`config.mk`:
```
export PLATFORM = sky130hd
export DESIGN_NAME = fgyrus_fft_seq
export DESIGN_NICKNAME = d
export VERILOG_FILES = /design/src/rtl/fgyrus_fft_seq.sv
export SDC_FILE = /design/constraint.sdc
export NUM_CORES = 1
export LEC_CHECK = 0
export BUFFER_PORTS_ARGS = -buffer_cell sky130_fd_sc_hd__buf_2
export CAP_MARGIN = 20
export CORE_ASPECT_RATIO = 2
export CORE_MARGIN = 3
export CORE_UTILIZATION = 45
export DETAILED_ROUTE_END_ITERATION = 7
export PLACE_DENSITY = 0.74
export SKIP_CTS_REPAIR_TIMING = 1
export SLEW_MARGIN = 10
export SYNTH_ARGS = -nofsm -noshare
export SYNTH_HDL_FRONTEND = slang
export SYNTH_SLANG_ARGS = --single-unit
export TNS_END_PERCENT = 50
```
`constraint.sdc`:
```
create_clock -name clk_ir -period 3.1 [get_ports clk_ir]
set_input_delay 0 -clock clk_ir [delete_from_list [all_inputs] [get_ports clk_ir]]
set_output_delay 0 -clock clk_ir [all_outputs]
set_load 0.1 [all_outputs]
```
`src/rtl/fgyrus_fft_seq.sv`:
```
// Radix-2 DIT FFT butterfly sequencer: issues per-butterfly read/twiddle addresses
// over the masked channels, tracks in-flight butterflies in a tag FIFO, and emits
// write-back addresses as results return. A stage barrier holds off the next stage.
module fgyrus_fft_seq #(
    parameter int unsigned P_LOG2_N    = 7,
    parameter int unsigned P_NUM_CH    = 2,
    parameter int unsigned P_CH_W      = 1,
    parameter int unsigned P_STG_W     = 3,
    parameter int unsigned P_TAG_DEPTH = 8
) (
    input  logic                clk_ir,
    input  logic                rst_ih,
    input  logic                start_ih,
    input  logic [P_NUM_CH-1:0] ch_mask_id,
    input  logic                abort_ih,
    output logic                busy_oh,
    output logic                done_oh,
    output logic                err_oh,
    output logic [P_STG_W-1:0]  stage_od,
    output logic                rd_vld_oh,
    input  logic                rd_rdy_ih,
    output logic [P_CH_W-1:0]   rd_ch_od,
    output logic [P_LOG2_N-1:0] rd_addr_a_od,
    output logic [P_LOG2_N-1:0] rd_addr_b_od,
    output logic [P_LOG2_N-2:0] twdl_addr_od,
    input  logic                bfly_rdy_ih,
    output logic                wr_en_oh,
    output logic [P_CH_W-1:0]   wr_ch_od,
    output logic [P_LOG2_N-1:0] wr_addr_a_od,
    output logic [P_LOG2_N-1:0] wr_addr_b_od
);
    localparam int unsigned KW    = P_LOG2_N - 1;
    localparam int unsigned PTR_W = (P_TAG_DEPTH > 1) ? $clog2(P_TAG_DEPTH) : 1;
    localparam int unsigned CNT_W = PTR_W + 1;
    localparam int unsigned TAG_W = P_CH_W + 2 * P_LOG2_N;

    typedef enum logic [1:0] {S_IDLE, S_ISSUE, S_DRAIN, S_DONE} state_e;

    state_e              state_q, state_d;
    logic [P_NUM_CH-1:0] mask_q, mask_d;
    logic [P_CH_W-1:0]   ch_q, ch_d;
    logic [P_STG_W-1:0]  stage_q, stage_d;
    logic [KW-1:0]       k_q, k_d;
    logic [CNT_W-1:0]    cnt_q, cnt_d;
    logic [PTR_W-1:0]    wptr_q, rptr_q;
    logic                err_q, err_d;
    logic                done_q, done_d;
    logic                busy_q, busy_d;
    logic                rd_vld_q, rd_vld_d;
    logic [P_CH_W-1:0]   rd_ch_q;
    logic [P_LOG2_N-1:0] rd_a_q, rd_b_q, rd_a_d, rd_b_d;
    logic [KW-1:0]       twdl_q, twdl_d;
    logic [TAG_W-1:0]    fifo_q [P_TAG_DEPTH];

    logic                push_c, pop_c, empty_c, flush_c;
    logic [P_CH_W-1:0]   low_ch_c, hi_ch_c;
    logic                hi_found_c;

    // A address: insert a zero at bit s of k (group index shifted past the half)
    function automatic logic [P_LOG2_N-1:0] addr_a_f(input logic [P_STG_W-1:0] s,
                                                     input logic [KW-1:0] k);
        logic [P_LOG2_N-1:0] kx;
        logic [P_LOG2_N-1:0] lo_msk;
        kx     = P_LOG2_N'(k);
        lo_msk = (P_LOG2_N'(1) << s) - P_LOG2_N'(1);
        return ((kx & ~lo_msk) << 1) | (kx & lo_msk);
    endfunction

    // Twiddle index: position within the group scaled to the N/2 twiddle table
    function automatic logic [KW-1:0] twdl_f(input logic [P_STG_W-1:0] s,
                                             input logic [KW-1:0] k);
        logic [KW-1:0] lo_msk;
        lo_msk = (KW'(1) << s) - KW'(1);
        return (k & lo_msk) << (P_STG_W'(KW) - s);
    endfunction

    assign empty_c  = (cnt_q == '0);
    assign push_c   = rd_vld_q & rd_rdy_ih;
    assign pop_c    = bfly_rdy_ih & ~empty_c;
    assign wr_en_oh = pop_c;
    assign {wr_ch_od, wr_addr_a_od, wr_addr_b_od} = fifo_q[rptr_q];

    // Lowest requested channel at start, and next higher latched channel after ch_q
    always_comb begin
        low_ch_c   = '0;
        hi_ch_c    = '0;
        hi_found_c = 1'b0;
        for (int i = int'(P_NUM_CH) - 1; i >= 0; i--) begin
            if (ch_mask_id[i]) low_ch_c = P_CH_W'(i);
            if (mask_q[i] && (i > int'(ch_q))) begin
                hi_found_c = 1'b1;
                hi_ch_c    = P_CH_W'(i);
            end
        end
    end

    // Next-state and registered-output logic
    always_comb begin
        state_d = state_q;
        mask_d  = mask_q;
        ch_d    = ch_q;
        stage_d = stage_q;
        k_d     = k_q;
        err_d   = err_q | (bfly_rdy_ih & empty_c);
        flush_c = 1'b0;
        if (abort_ih) begin
            state_d = S_IDLE;
            flush_c = 1'b1;
        end else begin
            case (state_q)
                S_IDLE: begin
                    if (start_ih) begin
                        err_d = bfly_rdy_ih & empty_c;
                        if (ch_mask_id != '0) begin
                            mask_d  = ch_mask_id;
                            ch_d    = low_ch_c;
                            stage_d = '0;
                            k_d     = '0;
                            state_d = S_ISSUE;
                        end else begin
                            state_d = S_DONE;
                        end
                    end
                end
                S_ISSUE: begin
                    if (push_c) begin
                        k_d = k_q + KW'(1);
                        if (k_q == {KW{1'b1}}) state_d = S_DRAIN;
                    end
                end
                S_DRAIN: begin
                    if (empty_c) begin
                        k_d = '0;
                        if (stage_q != P_STG_W'(P_LOG2_N - 1)) begin
                            stage_d = stage_q + P_STG_W'(1);
                            state_d = S_ISSUE;
                        end else if (hi_found_c) begin
                            ch_d    = hi_ch_c;
                            stage_d = '0;
                            state_d = S_ISSUE;
                        end else begin
                            state_d = S_DONE;
                        end
                    end
                end
                S_DONE:  state_d = S_IDLE;
                default: state_d = S_IDLE;
            endcase
        end
        cnt_d    = flush_c ? '0 : (cnt_q + CNT_W'(push_c) - CNT_W'(pop_c));
        busy_d   = (state_d == S_ISSUE) || (state_d == S_DRAIN);
        done_d   = (state_q == S_DONE) && !abort_ih;
        rd_vld_d = (state_d == S_ISSUE) && (cnt_d != CNT_W'(P_TAG_DEPTH));
        rd_a_d   = addr_a_f(stage_d, k_d);
        rd_b_d   = rd_a_d | (P_LOG2_N'(1) << stage_d);
        twdl_d   = twdl_f(stage_d, k_d);
    end

    // State, control and issue-output registers
    always_ff @(posedge clk_ir or posedge rst_ih) begin
        if (rst_ih) begin
            state_q  <= S_IDLE;
            mask_q   <= '0;
            ch_q     <= '0;
            stage_q  <= '0;
            k_q      <= '0;
            cnt_q    <= '0;
            wptr_q   <= '0;
            rptr_q   <= '0;
            err_q    <= 1'b0;
            done_q   <= 1'b0;
            busy_q   <= 1'b0;
            rd_vld_q <= 1'b0;
            rd_ch_q  <= '0;
            rd_a_q   <= '0;
            rd_b_q   <= '0;
            twdl_q   <= '0;
        end else begin
            state_q  <= state_d;
            mask_q   <= mask_d;
            ch_q     <= ch_d;
            stage_q  <= stage_d;
            k_q      <= k_d;
            cnt_q    <= cnt_d;
            wptr_q   <= flush_c ? '0 : (wptr_q + PTR_W'(push_c));
            rptr_q   <= flush_c ? '0 : (rptr_q + PTR_W'(pop_c));
            err_q    <= err_d;
            done_q   <= done_d;
            busy_q   <= busy_d;
            rd_vld_q <= rd_vld_d;
            rd_ch_q  <= ch_d;
            rd_a_q   <= rd_a_d;
            rd_b_q   <= rd_b_d;
            twdl_q   <= twdl_d;
        end
    end

    // Tag storage for in-flight butterflies (validity tracked by cnt_q)
    always_ff @(posedge clk_ir) begin
        if (push_c && !flush_c) fifo_q[wptr_q] <= {rd_ch_q, rd_a_q, rd_b_q};
    end

    assign busy_oh      = busy_q;
    assign done_oh      = done_q;
    assign err_oh       = err_q;
    assign stage_od     = stage_q;
    assign rd_vld_oh    = rd_vld_q;
    assign rd_ch_od     = rd_ch_q;
    assign rd_addr_a_od = rd_a_q;
    assign rd_addr_b_od = rd_b_q;
    assign twdl_addr_od = twdl_q;
endmodule

```
== Yosys cells after proc, flatten, opt, wreduce, memory -nomap -nowiden ==
Memory sizes are Yosys's and may differ from the RTL's.
Cells that the tools add are included.
Storage, ports and cells
  output and inout bits: 44
  input port bits: 8
  memory bits (read-only): 0
  bits in writable memories: 120
  bits in latches: 0
  flip-flop bits (word level): 48
  logic and storage cells: 107
  memories kept: 1
Operators by class
  reductions and logical operators: 13
  equality and inequality tests: 13
  shift-type cells: 3
  bitwise operators: 12
  magnitude comparators: 1
  add/subtract/negate cells: 9
  multipliers: 0
  div/mod/pow operators: 0
  multiplexer cells: 40
Memories
  fifo_q: depth 8, bits a word 15, rd ports 1, clocked after memory_dff 0, write ports 1, line 53  | logic [TAG_W-1:0] fifo_q [P_TAG_DEPTH];
Operator list (count)
  $mux W6: 5
  $mux W3: 8
  $pmux W6 S3: 1
  $mux W2: 8
  $mux W1: 14
  $or A7 B7 Y7: 2
  $and A6 B6 Y6: 2
  $ne A2 B2 Y1 const B: 5
  $pmux W2 S4: 1
  $and A6 B7 Y7: 1
  $reduce_and A7 Y1: 1
  $shl A1 B3 Y7 const A: 1
  $sub A7 B2 Y7 const B: 1
  $add A3 B1 Y3: 2
  $add A6 B1 Y6 const B: 1
  $eq A2 B2 Y1 const B: 3
  $eq A6 B6 Y1 const B: 1
  $not A6 Y6: 1
  $pmux W3 S2: 1
  $shl A1 B3 Y6 const A: 1
  $shl A6 B3 Y6: 1
  $sub A6 B2 Y6 const B: 1
  $add A4 B1 Y4: 1
  $eq A2 B1 Y1 const B: 2
  other kinds (18): 26

== Longest topological paths before layout ==
  word-level depth: 14
  depth in mapped cells: 18
  depth with buffers taken out: 16

== Worst setup path after synthesis ==
Ideal clock, no wire load.
  path kind: register to register
  start: register stage_q[0] (netlist: stage_od[0])
  end: register twdl_q[5] (netlist: twdl_addr_od[5])
  slack: -0.718 ns
  arrival time: 3.694 ns
  stages on the path, launching flop included: 15
  library setup time: 0.124 ns
  path buffers: 0
  clock period less this slack: 3.818 ns
  required time: 2.976 ns
  cells stage by stage: dfrtp_1 > inv_1 > ha_1 > nand2_1 > o21ai_2 > a221oi_4 > inv_1 > ha_1 > nand2b_1 > a31oi_1 > a41o_1 > nor4_2 > nor2b_1 > nor2b_1 > a211o_1
On the way
  longest elaborated chain between the ends: 9
  elaborated cells between the ends (all ways): 14
Ends and longest elaborated chain
  from (decl): line 42  | logic [P_STG_W-1:0] stage_q, stage_d;
  from (signal assigned): line 182  | stage_q <= stage_d;
  $add A3 B1 Y3 (tied with other cells): line 135  | stage_d = stage_q + P_STG_W'(1);
  $mux W3: line 134  | if (stage_q != P_STG_W'(P_LOG2_N - 1)) begin
  $mux W3: line 132  | if (empty_c) begin
  $pmux W3 S2: line 110  | case (state_q)
  $mux W3 *: line 106  | if (abort_ih) begin
  via stage_d[0]: line 42
  $shl A1 B3 Y6: line 73  | lo_msk = (KW'(1) << s) - KW'(1);
  $sub A6 B2 Y6: line 73
  $and A6 B6 Y6: line 74  | return (k & lo_msk) << (P_STG_W'(KW) - s);
  $shl A6 B3 Y6 *: line 74
  via twdl_d[5]: line 52  | logic [KW-1:0] twdl_q, twdl_d;
  to (signal assigned): line 194  | twdl_q <= twdl_d;
  to (decl): line 52
Mark *: on every way through the listed nets, which the timed path passes. The rest lies on a longest branch.
A chain may end at the register's enable or synchronous reset.

== Worst setup path in the final report ==
  start: register cnt_q[2]
  end: register twdl_q[5] (netlist: twdl_addr_od[5])
On the way
  longest elaborated chain between the ends: 8
  elaborated cells between the ends (all ways): 12
Ends and longest elaborated chain
  from (decl): line 44  | logic [CNT_W-1:0] cnt_q, cnt_d;
  from (signal assigned): line 184  | cnt_q <= cnt_d;
  $logic_not A4 Y1 *: line 77  | assign empty_c = (cnt_q == '0);
  $mux W3 *: line 132
  $pmux W3 S2 *: line 110
  $mux W3 *: line 106
  via stage_d[0]: line 42
  $shl A1 B3 Y6: line 73
  $sub A6 B2 Y6: line 73
  $and A6 B6 Y6: line 74
  $shl A6 B3 Y6 *: line 74
  via twdl_d[5]: line 52
Marks and branches as above.

==> results.py <==
metrics = {
    "sta": {
        "period_minus_slack_ps": 3109,
        "period_share_pct": 100.3,
        "final-hold-violation-count": 0,
        "fin_ws_ps": -9.316,
        "worst_pin_slew_ps": 877.4,
        "max_freq_mhz": 321.6,
        "rsz0062_at_grt": "yes",
        "holdWs_ps": 20.32,
        "final.setup.tns_ps": -17.53,
        "finClkSkew_ps": 12.16,
        "finalMaxSlewViolations": 0,
        "setup_viol": 3,
        "slew_headroom_pct": 41.50,
    },
    "clocking": {
        "cts_tree": "built",
        "numClockSinks": 167,
        "root_buffer": "clkbuf_16",
        "numCtsBuffers": 17,
        "clock_latency_ps": 420,
        "htreeDepth": 4,
        "clk_pin_slew_ps": 60,
        "clockBufferDepth": 2,
    },
    "yosys": {
        "synth.ff_latch_count": 167,
        "yosys_warnings": 0,
        "async_flop_share_pct": 28.14,
        "synthesis.area_sq_mm": 0.007278,
        "synth_cells": 451,
        "synth.avg_cell_area_sq_um": 16.14,
        "synth_cell_types": 72,
        "synth_top_area_share_pct": 49.51,
        "ys.flop_type": "edfxtp_1",
        "yosysSeqAreaShare_pct": 65.67,
        "synth.most_common_cell": "edfxtp_1",
        "syn_nets": 479,
        "synth_edf_count": 120,
        "yosys-top-cells-area": "edfxtp_1 (50%), dfrtp_1 (16%), mux4_2 (9.3%), ha_1 (3.3%), mux2_2 (2.6%)",
        "synth_top_area_cell": "edfxtp_1",
        "synth_common_cells": "edfxtp_1 (120), dfrtp_1 (47), mux4_2 (30)",
    },
    "routing": {
        "drt_iter0_drc": 195,
        "drc_errors": 0,
        "post_drt_wl_per_cell_microns": 19.99,
        "viasPerCell": 5.516,
        "final_antenna_net_count": 0,
        "vias": 4236,
        "wl_mm": 15.35,
        "drtPass1Iterations": 4,
    },
    "layout": {
        "multi_input_area_sq_mm": 0.002567,
        "nets": 582,
        "antenna-diode-count": 0,
        "layout.area.seq_sq_mm": 0.004793,
        "synthToLayoutAreaGrowth_pct": 22.86,
        "n_fill_cell": 1211,
        "drive_above_1_share_pct": 41.62,
    },
    "critical_path": {
        "rrSetupSlack_ps": -9,
        "rr_startpoint": "cnt_q[2]",
        "path_cells": "inv_2, ha_4, nor3b_4, buf_6, o21ai_4, a221oi_4, inv_2, ha_4, nand2b_4, a31oi_2, a41o_1, nor4_4, nor2b_2, nor2b_2, a211o_1",
        "ff2ff_path_depth": 15,
        "max_stage_delay_ps": 400,
        "endpoint": "twdl_addr_od[5]",
        "rr_endpoint": "twdl_addr_od[5]",
        "critPathArrivalTime_ps": 3410,
        "endpoint_kind": "flip-flop",
        "start_kind": "flip-flop",
        "crit_fanout": 6,
        "cp-startpoint": "cnt_q[2]",
        "cp_slowest_cell": "nor4_4",
        "critical_path_class": "reg -> reg",
        "cp.required_ps": 3400,
    },
    "global_route": {
        "grt_pass1_wl_mm": 24.00,
        "globalRouteTotalUtil_pct": 18.27,
        "grt_pass1_vias": 4535,
        "overflow": 0,
        "antenna_found_initial": 0,
        "grt_max_degree": 48,
    },
    "die": {
        "boundaryPins": 52,
        "rows": 65,
        "core_region_area_sq_mm": 0.01586,
        "die-height_microns": 185.9,
        "die_w_microns": 95.93,
        "start_util_pct": 45.89,
        "die_area_sq_mm": 0.01783,
    },
    "power_and_ir_drop": {
        "leakagePower_nw": 3.552,
        "power_mw": 7.583,
        "irDropWorstVdd_mv": 0.5807,
        "p_per_area_mw_per_mm2": 848.0,
    },
    "outcome": {
        "failed_checks": "negative setup slack",
        "status": "finished with violations",
    },
    "placement": {
        "place_congestion": 0.8973,
        "hpwl_mm": 10.59,
        "dp_slack_ps": -136.8,
        "io_buffers": 51,
    },
    "job": {
        "maxCapViolCount": 0,
    },
    "min_path": {
        "hold_class": "in -> reg",
    },
}
-- cells in the final DEF, fill, tap and decap left out, types with 3 or more instances in the layout --
cell type,Yosys,final
a21o_1,4,4
a21o_2,3,3
a21oi_1,10,9
and2_1,4,3
and3_1,6,5
buf_2,4,51
buf_4,1,41
clkbuf_16,0,17
clkinv_4,0,5
dfrtp_1,47,42
dfrtp_4,0,3
dlygate4sd3_1,0,5
edfxtp_1,120,120
ha_1,19,12
ha_4,0,5
inv_1,17,11
inv_2,1,6
inv_6,0,3
mux2_2,17,17
mux2i_1,5,5
mux4_2,30,30
nand2_1,24,21
nand2_4,0,3
nand2b_1,7,6
nor2_1,20,20
nor2b_1,15,11
nor2b_2,1,5
nor3_1,9,6
nor3_2,0,3
nor3b_1,3,3
o21ai_1,1,3
o2bb2ai_1,3,3
or2_1,3,3
xnor2_1,6,6
-- worst min path at each step --
stage,from,to,slack (ps),cells after the start
6_report,start_ih,state_q[0],20,4
5_1_grt,rst_ih,rptr_q[1],60,3
4_1_cts,bfly_rdy_ih,err_oh,-190,2
3_5_place_dp,bfly_rdy_ih,err_oh,250,2
3_3_place_gp,bfly_rdy_ih,err_oh,250,2
2_1_floorplan,bfly_rdy_ih,err_oh,140,1
-- area by class of cell --
cell class                 count  area share [%]
clock buffer                  17           4.757
inverter                      18          0.7835
tap                          201           2.812
multi-input combinational    250           28.71
sequential                   167           53.60
timing repair buffer         100           7.430
clock inverter                15           1.903
-- through the flow --
step,utilization (%),area (sq um),std cells
after floorplan,-,7413,451
after global placement,51.07,8099,719
after detailed placement,51.07,8099,719
after CTS,54.82,8695,751
after global routing,56.39,8942,768
final,56.39,8942,768
-- critical path: cells and delay by family (launching register included) --
| family | cells | cell delay (ps) |
|---|---|---|
| flops | 1 | 380 |
| compound gates | 5 | 940 |
| fa+ha+maj | 2 | 320 |
| buf+inv | 3 | 380 |
| simple gates | 5 | 970 |
-- report_power, final --
group,switching (mW),leakage (nW),internal (mW)
logic,1.79,1.51,0.934
registers,0.184,1.75,2.58
clock network,0.885,0.292,1.21
-- per-layer routing --
metal  part of all wire [%]  track usage, %  up-vias
li1                       -               -     1940
met1                     35           19.74     2163
met2                     58           33.44      106
met3                    3.8           3.560       27
met4                    3.2           8.495        0
met5                      0               0        -
-- flip-flops by register name (all words and copies together), names as in the netlist --
signal        count
err_oh            1
state_q           2
k_q               6
wptr_q            3
rd_vld_oh         1
fifo_q          120
stage_od          3
done_oh           1
rptr_q            3
rd_addr_a_od      7
rd_ch_od          1
twdl_addr_od      6
cnt_q             4
busy_oh           1
mask_q            1
rd_addr_b_od      7
-- cell families (layout without fill, tap and decap cells) --
family                   after synthesis  count (layout)  share of synthesized area, %
AO/OA/AOI/OAI                         58              58                         6.688
buffers and inverters                 34             150                         1.874
multiplexers                          52              52                         12.60
adder cells (fa/ha/maj)               20              20                         3.541
XOR/XNOR                               7               7                        0.8424
flip-flops                           167             167                         65.67
AND/OR/NAND/NOR                      113             113                         8.785
Power figures use the tool's default switching activity.
